**src/rtl/rst_seq_pkg.sv**
```systemverilog
// Shared types and helpers for the board-level reset sequencer.
package rst_seq_pkg;

    typedef enum logic [2:0] {
        ST_WAIT_LOCK = 3'd0,
        ST_WAIT_LINK = 3'd1,
        ST_RELEASE   = 3'd2,
        ST_RUN       = 3'd3,
        ST_FAULT     = 3'd4
    } state_t;

    localparam int FAULT_CNT_W = 8;

    // Width of a counter that must hold 0..value; a zero value still gets one bit.
    function automatic int cnt_width(input int unsigned value);
        return (value < 1) ? 1 : $clog2(value + 1);
    endfunction

endpackage

```
**src/rtl/rst_seq_sync.sv**
```systemverilog
// Multi-bit flop synchroniser with asynchronous clear; each bit is an independent level.
module rst_seq_sync #(
    parameter int WIDTH  = 1,
    parameter int STAGES = 2
) (
    input  logic             clk,
    input  logic             rst,
    input  logic [WIDTH-1:0] d,
    output logic [WIDTH-1:0] q
);

    logic [STAGES-1:0][WIDTH-1:0] ff;

    // NOTE: every stage is cleared by the async reset so a stale "locked" level
    // can never leak through the first cycles after reset release.
    always_ff @(posedge clk or posedge rst) begin
        if (rst) begin
            ff <= '0;
        end else begin
            ff[0] <= d;
            for (int i = 1; i < STAGES; i++) begin
                ff[i] <= ff[i-1];
            end
        end
    end

    assign q = ff[STAGES-1];

endmodule

```
**src/rtl/reset_sequencer.sv**
```systemverilog
// Waits for clock locks and PCIe link, then releases domain resets in ascending
// order; supervises lock/link afterwards and drops every reset together on loss.
module reset_sequencer
    import rst_seq_pkg::*;
#(
    parameter int NUM_LOCK     = 2,
    parameter int NUM_CH       = 3,
    parameter int SYNC_STAGES  = 2,
    parameter int LOCK_STABLE  = 1024,
    parameter int REQUIRE_LINK = 1,
    parameter int LINK_TIMEOUT = 2**20,
    parameter int REL_GAP      = 16,
    parameter int FAULT_HOLD   = 256
) (
    input  logic                   clk,
    input  logic                   sys_rst,
    input  logic [NUM_LOCK-1:0]    lock_in,
    input  logic                   link_up,
    input  logic                   soft_rst,
    output logic [NUM_CH-1:0]      rst_n_out,
    output logic                   seq_done,
    output logic [2:0]             state_o,
    output logic [FAULT_CNT_W-1:0] fault_cnt
);

    localparam int STABLE_W  = cnt_width(LOCK_STABLE);
    localparam int TIMEOUT_W = cnt_width(LINK_TIMEOUT);
    localparam int GAP_W     = cnt_width(REL_GAP);
    localparam int HOLD_W    = cnt_width(FAULT_HOLD);

    localparam logic [STABLE_W-1:0]  STABLE_LAST  = STABLE_W'(LOCK_STABLE - 1);
    localparam logic [TIMEOUT_W-1:0] TIMEOUT_LAST = TIMEOUT_W'((LINK_TIMEOUT > 0) ? LINK_TIMEOUT - 1 : 0);
    localparam logic [GAP_W-1:0]     GAP_LAST     = GAP_W'(REL_GAP - 1);
    localparam logic [HOLD_W-1:0]    HOLD_LAST    = HOLD_W'(FAULT_HOLD - 1);
    localparam bit                   LINK_NEEDED  = (REQUIRE_LINK != 0);
    localparam bit                   TIMEOUT_ON   = (LINK_TIMEOUT > 0);

    logic [NUM_LOCK:0]    sync_q;
    logic [NUM_LOCK-1:0]  lock_s;
    logic                 link_s;
    logic                 lock_ok;

    state_t               state;
    logic [STABLE_W-1:0]  stable_cnt;
    logic [TIMEOUT_W-1:0] timeout_cnt;
    logic [GAP_W-1:0]     gap_cnt;
    logic [HOLD_W-1:0]    hold_cnt;

    rst_seq_sync #(
        .WIDTH  (NUM_LOCK + 1),
        .STAGES (SYNC_STAGES)
    ) u_sync (
        .clk (clk),
        .rst (sys_rst),
        .d   ({link_up, lock_in}),
        .q   (sync_q)
    );

    assign {link_s, lock_s} = sync_q;
    assign lock_ok          = &lock_s;
    assign state_o          = state;

    // NOTE: all state and outputs use non-blocking assignments so every branch
    // sees the pre-edge values and the registered outputs change together.
    always_ff @(posedge clk or posedge sys_rst) begin
        if (sys_rst) begin
            state       <= ST_WAIT_LOCK;
            rst_n_out   <= '0;
            seq_done    <= 1'b0;
            fault_cnt   <= '0;
            stable_cnt  <= '0;
            timeout_cnt <= '0;
            gap_cnt     <= '0;
            hold_cnt    <= '0;
        end else begin
            seq_done <= 1'b0;
            if (!lock_ok && state != ST_WAIT_LOCK && state != ST_FAULT) begin
                state      <= ST_WAIT_LOCK;
                rst_n_out  <= '0;
                stable_cnt <= '0;
            end else if (soft_rst) begin
                state      <= ST_WAIT_LOCK;
                rst_n_out  <= '0;
                stable_cnt <= '0;
            end else if (LINK_NEEDED && !link_s && (state == ST_RELEASE || state == ST_RUN)) begin
                state       <= ST_WAIT_LINK;
                rst_n_out   <= '0;
                timeout_cnt <= '0;
            end else begin
                case (state)
                    ST_WAIT_LOCK: begin
                        if (!lock_ok) begin
                            stable_cnt <= '0;
                        end else if (stable_cnt == STABLE_LAST) begin
                            state       <= LINK_NEEDED ? ST_WAIT_LINK : ST_RELEASE;
                            timeout_cnt <= '0;
                            gap_cnt     <= '0;
                        end else begin
                            stable_cnt <= stable_cnt + STABLE_W'(1);
                        end
                    end
                    ST_WAIT_LINK: begin
                        if (link_s) begin
                            state   <= ST_RELEASE;
                            gap_cnt <= '0;
                        end else if (TIMEOUT_ON && timeout_cnt == TIMEOUT_LAST) begin
                            state    <= ST_FAULT;
                            hold_cnt <= '0;
                            if (fault_cnt != '1) begin
                                fault_cnt <= fault_cnt + FAULT_CNT_W'(1);
                            end
                        end else begin
                            timeout_cnt <= timeout_cnt + TIMEOUT_W'(1);
                        end
                    end
                    ST_RELEASE: begin
                        // Channels release by shifting a one in from bit 0 every REL_GAP cycles.
                        if (&rst_n_out) begin
                            state    <= ST_RUN;
                            seq_done <= 1'b1;
                        end else if (gap_cnt == GAP_LAST) begin
                            gap_cnt   <= '0;
                            rst_n_out <= (rst_n_out << 1) | NUM_CH'(1);
                        end else begin
                            gap_cnt <= gap_cnt + GAP_W'(1);
                        end
                    end
                    ST_RUN: begin
                        seq_done <= 1'b1;
                    end
                    ST_FAULT: begin
                        rst_n_out <= '0;
                        if (hold_cnt == HOLD_LAST) begin
                            state      <= ST_WAIT_LOCK;
                            stable_cnt <= '0;
                        end else begin
                            hold_cnt <= hold_cnt + HOLD_W'(1);
                        end
                    end
                    default: begin
                        state     <= ST_WAIT_LOCK;
                        rst_n_out <= '0;
                    end
                endcase
            end
        end
    end

endmodule

```
**config.mk**
```make
export PLATFORM = sky130hd
export DESIGN_NAME = reset_sequencer
export DESIGN_NICKNAME = d
export VERILOG_FILES = /design/src/rtl/rst_seq_pkg.sv /design/src/rtl/rst_seq_sync.sv /design/src/rtl/reset_sequencer.sv
export SDC_FILE = /design/constraint.sdc
export NUM_CORES = 1
export LEC_CHECK = 0
export BUFFER_PORTS_ARGS = -buffer_cell sky130_fd_sc_hd__buf_2
export CORE_ASPECT_RATIO = 1.2
export CORE_UTILIZATION = 30
export CTS_BUF_LIST = sky130_fd_sc_hd__clkbuf_16
export DETAILED_ROUTE_END_ITERATION = 12
export GPL_ROUTABILITY_DRIVEN = 0
export SLEW_MARGIN = 10
export SYNTH_ARGS = -nofsm -noshare
export SYNTH_HDL_FRONTEND = slang
export SYNTH_HIERARCHICAL = 1
export SYNTH_SLANG_ARGS = --single-unit
```
**constraint.sdc**
```tcl
create_clock -name clk -period 3.1 [get_ports clk]
set_clock_uncertainty 0.1 [all_clocks]
set_input_delay 0.62 -clock clk [delete_from_list [all_inputs] [get_ports clk]]
set_output_delay 0.62 -clock clk [all_outputs]
set_load 0.03 [all_outputs]
```
Yosys cells after proc, flatten, opt, wreduce, memory -nomap -nowiden
Cells that the tools add are included.
{ "totals": {"register_bits": 67, "in_bits": 6, "output_inout_bits": 15, "elab_cells": 118} }
{ "classes": {"addsub": 5, "eq_ne": 33, "mux": 44, "bitwise": 4, "reduce_logical": 22} }
{ "op_table": {"columns": ["cell", "count"], "rows": [
  ["21-bit two-way mux", 5],
  ["11-bit two-way mux", 6],
  ["3-bit two-way mux", 14],
  ["21-bit one-hot mux with 2 select lines", 1],
  ["9-bit two-way mux", 3],
  ["5-bit two-way mux", 5],
  ["5-bit != test, second input constant", 5],
  ["11-bit one-hot mux with 2 select lines", 1],
  ["21-bit by 1-bit adder with 21-bit output, second input constant", 1],
  ["21-bit by 20-bit equality test with 1-bit output, second input constant", 1],
  ["7-bit AND reduction", 3],
  ["3-bit != test, second input constant", 6],
  ["9-bit one-hot mux with 2 select lines", 1],
  ["3-bit one-hot mux with 5 select lines", 1],
  ["5-bit one-hot mux with 3 select lines", 1],
  ["2-bit != test, second input constant", 6],
  ["11-bit by 1-bit adder with 11-bit output, second input constant", 1],
  ["11-bit by 10-bit equality test with 1-bit output, second input constant", 1],
  ["5-bit by 3-bit != test with 1-bit output, second input constant", 2],
  ["9-bit by 1-bit adder with 9-bit output, second input constant", 1],
  ["9-bit by 8-bit equality test with 1-bit output, second input constant", 1],
  ["3-bit nonzero test", 3],
  ["8-bit by 1-bit adder with 8-bit output, second input constant", 1],
  ["8-bit != test, second input constant", 1],
  ["other kinds (26)", 37]
]} }

Logic depth before layout (Yosys ltp)
Gate-level depths: netlist (run 1).
{ "depth": {"ltp_word": 7, "ltp_mapped": 11, "depth_no_buf": 10} }

Modules after synthesis
The synthesis (run 1) kept the hierarchy.
{ "by_module_without_submodules": {"columns": ["mod", "n_inst", "cells_per_inst", "area_per_inst_um2", "seq_area_each_um2"], "rows": [
  ["reset_sequencer", 1, 375, 3473.3, 1526.5],
  ["rst_seq_sync", 1, 10, 176.4, 150.1]
]} }

Worst setup path before layout (run 1)
Ideal clock, no wire load.
{ "synth_path": {"path_kind": "register to register", "start": "register hold_cnt[0]", "end": "register hold_cnt[2]", "setup_ns": 0.129, "t_arrival_ns": 2.561, "required_time_ns": 2.871, "path_slack_ns": 0.310, "stages_incl_launch_ff": 11, "n_path_buf": 1, "synth_period_minus_slack_ns": 2.790, "path_cell_list": "dfrtp_1 > ha_1 > and3_1 > and3_1 > and3_1 > ha_1 > or3b_1 > a2111o_1 > buf_6 > o31ai_1 > o21ai_1"} }
{ "synth_between": {"elab_chain_cells": 3, "word_cells_on_any_way": 6, "cone_classes": "1 x add/sub; 2 x eq/ne; 2 x mux; 1 x reduce/logical"} }
{ "synth_rtl": {"columns": ["element", "line_no", "rtl"], "rows": [
  ["start, declared", "reset_sequencer.sv:47", "logic [HOLD_W-1:0] hold_cnt;"],
  ["start signal, assigned", "reset_sequencer.sv:137", "hold_cnt <= hold_cnt + HOLD_W'(1);"],
  ["9-bit by 1-bit adder with 9-bit output or 9-bit by 8-bit equality test with 1-bit output (tied branches)", "reset_sequencer.sv:137, reset_sequencer.sv:133", null],
  ["9-bit two-way mux or 2-bit != test (tied branches)", null, null],
  ["9-bit one-hot mux with 2 select lines or 7-bit AND reduction (tied branches)", null, null]
]} }
Several ways; a longest one is shown, not always the timed one. The select of a mux whose other input is x is not followed.
A chain may end at the register's enable or synchronous reset.

Worst setup path in the final report (run 1)
Same ends and word-level chain as after synthesis.

==> results of run 1 <==
## power by group
group,switching (mW),internal (mW)
clock network,0.356,0.776
registers,0.00681,0.884
logic,0.0314,0.0126
total,0.394,1.67
## layout by cell type, fill, tap and decap left out, drive strengths merged, types with 4 or more instances in the layout
master	count
nor2	24
ha	6
buf	30
clkbuf	9
xnor2	7
a21o	5
nand3	23
a31oi	15
o31ai	10
nand4	7
nor3	7
and3	16
a21oi	11
or3	8
nor4	6
o211ai	6
dfrtp	67
nand2	40
inv	15
o41ai	4
o21ai	36
## per-layer routing
| metal | up-vias | GRT usage, % | part of all wire, % |
|---|---|---|---|
| met5 | - | 0 | 0 |
| met4 | 0 | 6.96 | 1.5 |
| met3 | 10 | 3.59 | 3.9 |
| met2 | 56 | 23.9 | 49 |
| met1 | 1527 | 18.1 | 45 |
| li1 | 1484 | - | - |
## per-stage QoR
stage / hold WS [ns] / power, mW
finish: 0.112 / 2.07
global route: 0.132 / 2.15
CTS: 0.107 / 2.10
detailed placement: 0.237 / 0.952
global placement: 0.234 / 0.949
floorplan: 0.231 / 0.936
## critical path, delay by kind of cell (launching register included)
family / cells / cell delay, ns
compound gates: 3 / 0.87
fa+ha+maj: 2 / 0.42
buf+inv: 1 / 0.18
flops: 1 / 0.40
simple gates: 4 / 0.92
## cell families after synthesis
group | count (synthesis)
DFF | 67
xor gates and xnor gates | 8
adders and majority gates | 6
AOI/OAI and AO/OA | 112
muxes | 6
buffers and inverters | 30
and+or+nand+nor | 156
## final cells by class
| type | instances | area (um2) | share of cell area [%] |
|---|---|---|---|
| Tap cell | 157 | 196 | 4.61 |
| Clock inverter | 7 | 108 | 2.53 |
| Inverter | 14 | 52.6 | 1.23 |
| Multi-Input combinational cell | 288 | 1830 | 42.9 |
| Timing Repair Buffer | 30 | 175 | 4.11 |
| Sequential cell | 67 | 1680 | 39.4 |
| Clock buffer | 9 | 225 | 5.29 |
## timing repair
item	in CTS	in global routing
buffers inserted	0	2
setup endpoints to repair	0	4
gates resized for setup	0	1
## final timing paths
path | end | slack [ns] | startpoint
min in group clk | u_sync/q[0]$_DFF_PP0_ | 0.25 | u_sync/ff[0]$_DFF_PP0_
worst min register to register | u_sync/q[0]$_DFF_PP0_ | 0.25 | u_sync/ff[0]$_DFF_PP0_
max in group asynchronous | timeout_cnt[13]$_DFFE_PP0P_ | 1.89 | sys_rst
worst max-delay path | hold_cnt[2]$_DFFE_PP0P_ | 0.09 | hold_cnt[0]$_DFFE_PP0P_
worst max register to register | hold_cnt[2]$_DFFE_PP0P_ | 0.09 | hold_cnt[0]$_DFFE_PP0P_
worst min-delay path | u_sync/ff[0]$_DFF_PP0_ | 0.11 | sys_rst
## sequential cells by signal, summed over array words and instances, names as in the netlist
register,flops
state_o,3
hold_cnt,9
fault_cnt,8
u_sync/q,3
rst_n_out,3
timeout_cnt,21
seq_done,1
u_sync/ff,3
stable_cnt,11
gap_cnt,5
==> results.sh, run 1 <==
export IMPL_clk_path_buf_depth=2
export IMPL_setup_ws_ns=0.0906
export IMPL_synthTopCellsByArea="dfrtp_1 (46%), o21ai_0 (4.4%), nand2_1 (4.0%)"
export IMPL_synth_top_family_by_area="simple AND/OR/NAND/NOR gates"
export IMPL_fin_setup_tns_ns=0
export IMPL_synthArstFlopShare_pct=100
export IMPL_synth_cell_types=68
export IMPL_peakVddDrop_mv=0.263
export IMPL_die_y_um=123
export IMPL_finalHoldViolCount=0
export IMPL_first_pass_iters=5
export IMPL_first_iter_violations=237
export IMPL_cp_required_ns=3.20
export IMPL_worstSetupStartpointType="flip-flop"
export IMPL_timing_fmax_ghz=0.332
export IMPL_worstPathCellList="ha_1 > and3_1 > and3_1 > and3_1 > ha_1 > or3b_1 > a2111o_2 > buf_4 > o31ai_1 > o21ai_1"
export IMPL_worst_pin_slew_ns=0.913
export IMPL_ys_ff_latch=67
export IMPL_dp_final_hpwl_mm=5.71
export IMPL_viasPerCell=5.38
export IMPL_tritoncts="built"
export IMPL_dpl_cell_area_mm2=0.00391
export IMPL_grt_overflow=0
export IMPL_p_per_area_mw_per_mm2=485
export IMPL_cts_sinks=67
export IMPL_worstHoldPathType="input port to async pin"
export IMPL_ys_flop_type="dfrtp_1"
export IMPL_place_ws_ns=0.0877
export IMPL_ys_warn_count=6
export IMPL_netlist_instances=385
export IMPL_cts_hold_buffers=0
export IMPL_vias=3077
export IMPL_synth_fp_nets=397
export IMPL_period_share_pct=97.1
export IMPL_numCtsBuffers=9
export IMPL_utilization_pct=36.3
export IMPL_grt_usage_pct=14.7
export IMPL_drive_above_1_share_pct=15.2
export IMPL_io_pins=21
export IMPL_fill_cells=1241
export IMPL_drt_wl_total_mm=8.26
export IMPL_drc=0
export IMPL_path_max_fanout=10
export IMPL_h_tree_depth=3
export IMPL_path_class="flip-flop to flip-flop"
export IMPL_dieArea_mm2=0.0126
export IMPL_endpoint_kind="flip-flop"
export IMPL_slowest_stage="a2111o_2"
export IMPL_leakage_nw=1.91
export IMPL_yosysTopAreaCell="dfrtp_1"
export IMPL_nNetsFinal=422
export IMPL_period_minus_slack_ns=3.01
export IMPL_slew_viol_final=0
export IMPL_drv_cap=0
export IMPL_synth_compound_area_share_pct=20.1
export IMPL_path_clk_slew_ns=0.05
export IMPL_io_buffers=20
export IMPL_critPathMostFrequentCell="and3_1"
export IMPL_grt_start_max_net_pins=32
export IMPL_die_w_um=103
export IMPL_fin_area_mm2=0.00426
export IMPL_crit_arrival_ns=3.11
export IMPL_yosys_area_share_adder_pct=2.06
export IMPL_slew_headroom_pct=39.0
export IMPL_status="complete, no violations"
export IMPL_wl_per_cell_um=14.4
export IMPL_cpPeakStageDelay_ns=0.54
export IMPL_synth_cell_area_mm2=0.00365
export IMPL_grt_pass1_wl_mm=14.3
export IMPL_synthSimpleGateAreaFrac_pct=24.1
export IMPL_ant_nets=0
export IMPL_setup_violations_final=0
export IMPL_post_synth_cell_area_avg_um2=9.48
export IMPL_start_util_pct=31.1
export IMPL_synth_common_cells="dfrtp_1 (67), nand2_1 (39), o21ai_0 (32)"
export IMPL_synthXorXnorAreaFrac_pct=1.92
export IMPL_instances_no_fill=572
export IMPL_synth_mux_area_share_pct=1.85
export IMPL_synth_top_area_share_pct=45.9
export IMPL_cts_root_buf="clkbuf_16"
export IMPL_clkLatencyLatePin_ns=0.33
export IMPL_seq_area_frac_synth_pct=45.9
export IMPL_yosysMostFrequentCell="dfrtp_1"
export IMPL_num_antenna_cells=0
export IMPL_areaGrowthSynthToFinish_pct=16.7
export IMPL_r2r_cells=10
export IMPL_post_place_cells=554
export IMPL_core_area_mm2=0.0117
export IMPL_synth_edff_count=0
export IMPL_row_count=43
export IMPL_antenna_found_initial=0
export IMPL_grt_pass1_vias=3111
Power figures use the tool's default switching activity.
==> run 2, diff against run 1 <==
--- a/config.mk
+++ b/config.mk
@@ -9,8 +9,10 @@
 export CORE_ASPECT_RATIO = 1.2
 export CORE_UTILIZATION = 30
 export CTS_BUF_LIST = sky130_fd_sc_hd__clkbuf_16
+export CTS_CLUSTER_SIZE = 20
 export DETAILED_ROUTE_END_ITERATION = 12
 export GPL_ROUTABILITY_DRIVEN = 0
+export PLACE_DENSITY = 0.43
 export SLEW_MARGIN = 10
 export SYNTH_ARGS = -nofsm -noshare
 export SYNTH_HDL_FRONTEND = slang
==> run 2 against run 1 <==
Compared with the run above:
- via count down 3.1%
- final cell count unchanged
- sequential power about the same
- largest cell class unchanged
==> results.sh, run 2 (synthesis gave the netlist of run 1 again) <==
export IMPL_status="complete, no violations"
export IMPL_die_w_um=103
export IMPL_viasPerCell=5.22
export IMPL_dieArea_mm2=0.0126
export IMPL_p_per_area_mw_per_mm2=458
export IMPL_peakVddDrop_mv=0.256
export IMPL_path_max_fanout=6
export IMPL_leakage_nw=1.88
export IMPL_tritoncts="built"
export IMPL_h_tree_depth=3
export IMPL_setup_ws_ns=0.139
export IMPL_post_place_cells=553
export IMPL_antenna_found_initial=0
export IMPL_grt_pass1_vias=2902
export IMPL_row_count=43
export IMPL_grt_use_met1_pct=20.8
export IMPL_dp_final_hpwl_mm=5.87
export IMPL_grt_overflow=0
export IMPL_rsz0062_at_grt="no"
export IMPL_fin_area_mm2=0.00425
export IMPL_busiest_layer="met2"
export IMPL_path_clk_slew_ns=0.06
export IMPL_grt_pass1_wl_mm=14.5
export IMPL_cts_hold_buffers=0
export IMPL_drive_above_1_share_pct=15.4
export IMPL_timing_fmax_ghz=0.338
export IMPL_drc=0
export IMPL_fin_setup_tns_ns=0
export IMPL_io_buffers=20
export IMPL_largest_register="timeout_cnt"
export IMPL_period_minus_slack_ns=2.96
export IMPL_drt_wl_total_mm=8.75
export IMPL_clkLatencyLatePin_ns=0.33
export IMPL_start_util_pct=31.1
export IMPL_cts_root_buf="clkbuf_16"
export IMPL_wl_per_cell_um=15.3
export IMPL_place_ws_ns=0.0515
export IMPL_cp_required_ns=3.25
export IMPL_core_area_mm2=0.0117
export IMPL_instances_no_fill=572
export IMPL_use_met3_pct=3.19
export IMPL_ant_nets=0
export IMPL_worstHoldPathType="input port to async pin"
export IMPL_period_share_pct=95.5
export IMPL_worstSetupStartpointType="flip-flop"
export IMPL_reg2reg_slack_ns=0.14
export IMPL_grtUsageMet2_pct=22.9
export IMPL_slew_viol_final=0
export IMPL_slew_headroom_pct=35.3
export IMPL_io_pins=21
export IMPL_largest_reg_flops=21
export IMPL_first_pass_iters=5
export IMPL_first_iter_violations=136
export IMPL_cts_sinks=67
export IMPL_grt_start_max_net_pins=33
export IMPL_fill_cells=1202
export IMPL_finalHoldViolCount=0
export IMPL_areaGrowthSynthToFinish_pct=16.4
export IMPL_final_cell_mix="dfrtp_1 (67), nand2_1 (39), o21ai_0 (32)"
export IMPL_largestRegisters="timeout_cnt x21, stable_cnt x11, hold_cnt x9"
export IMPL_path_class="flip-flop to flip-flop"
export IMPL_setup_violations_final=0
export IMPL_num_antenna_cells=0
export IMPL_vias=2983
export IMPL_crit_arrival_ns=3.11
export IMPL_final_common_cell="dfrtp_1"
export IMPL_dpl_cell_area_mm2=0.00392
export IMPL_worst_pin_slew_ns=0.968
export IMPL_numCtsBuffers=9
export IMPL_r2r_cells=10
export IMPL_drv_cap=0
export IMPL_nNetsFinal=422
export IMPL_endpoint_kind="flip-flop"
export IMPL_clk_path_buf_depth=2
export IMPL_grt_usage_pct=15.1
export IMPL_die_y_um=123
==> run 2: cell types whose count changed in the layout (fill, tap and decap cells not counted), moves of 2 or more <==
cell | previous run | this run
bufinv_16 | 3 | 1
clkinv_2 | 2 | 0
clkinv_4 | 0 | 2
clkinvlp_4 | 0 | 2
buf_4 | 10 | 8
==> run 2: power breakdown <==
| part | internal (mW) | leakage [nW] | switching (mW) |
|---|---|---|---|
| clock network | 0.619 | 0.140 | 0.392 |
| registers | 0.883 | 0.879 | 0.00694 |
| logic | 0.0135 | 0.860 | 0.0323 |
==> run 2: timing repair <==
item	CTS	global route
hold endpoints to repair	0	0
setup buffers	0	2
gates resized for setup	0	3
setup endpoints to repair	0	6
==> run 2: area by class of cell <==
type                    count  area, um2  area share [%]
clock inverters             7       70.1            1.65
flip-flops and latches     67       1680            39.5
multi-input cells         289       1850            43.5
well taps                 157        196            4.63
repair buffers             29        180            4.24
inverters                  14       52.6            1.24
clock buffers               9        225            5.30
==> run 2: worst paths after layout <==
path                                         start                     endpoint
setup / recovery           hold_cnt[0]$_DFFE_PP0P_      hold_cnt[7]$_DFFE_PP0P_
hold / removal                             sys_rst       u_sync/ff[2]$_DFF_PP0_
setup reg to reg           hold_cnt[0]$_DFFE_PP0P_      hold_cnt[7]$_DFFE_PP0P_
hold reg to reg             u_sync/ff[1]$_DFF_PP0_        u_sync/q[1]$_DFF_PP0_
max in group asynchronous                  sys_rst  timeout_cnt[12]$_DFFE_PP0P_
min in group clk            u_sync/ff[1]$_DFF_PP0_        u_sync/q[1]$_DFF_PP0_
==> run 2: per-stage QoR <==
| step | util [%] | total power, mW | hold slack, ns |
|---|---|---|---|
| finish | 36.2 | 1.95 | 0.110 |
| global route | 36.2 | 2.03 | 0.132 |
| CTS | 35.9 | 1.98 | 0.103 |
| detailed placement | 33.4 | 0.954 | 0.235 |
| global placement | 33.4 | 0.953 | 0.235 |
| floorplan | - | 0.936 | 0.231 |
==> run 2: worst max-delay path: stages, from the launching register on <==
cell      delay [ns]
dfrtp_1         0.41
ha_1            0.23
and3_1          0.17
and3_1          0.21
and3_1          0.20
ha_1            0.19
or3b_4          0.39
a2111o_2        0.51
nor2_4          0.18
a41oi_1         0.13
a31oi_1         0.15
==> run 2: routing by layer <==
layer | vias up | routed length [um]
li1 | 1490 | -
met1 | 1425 | 4290
met2 | 57 | 4010
met3 | 11 | 295
met4 | 0 | 158
met5 | - | 0
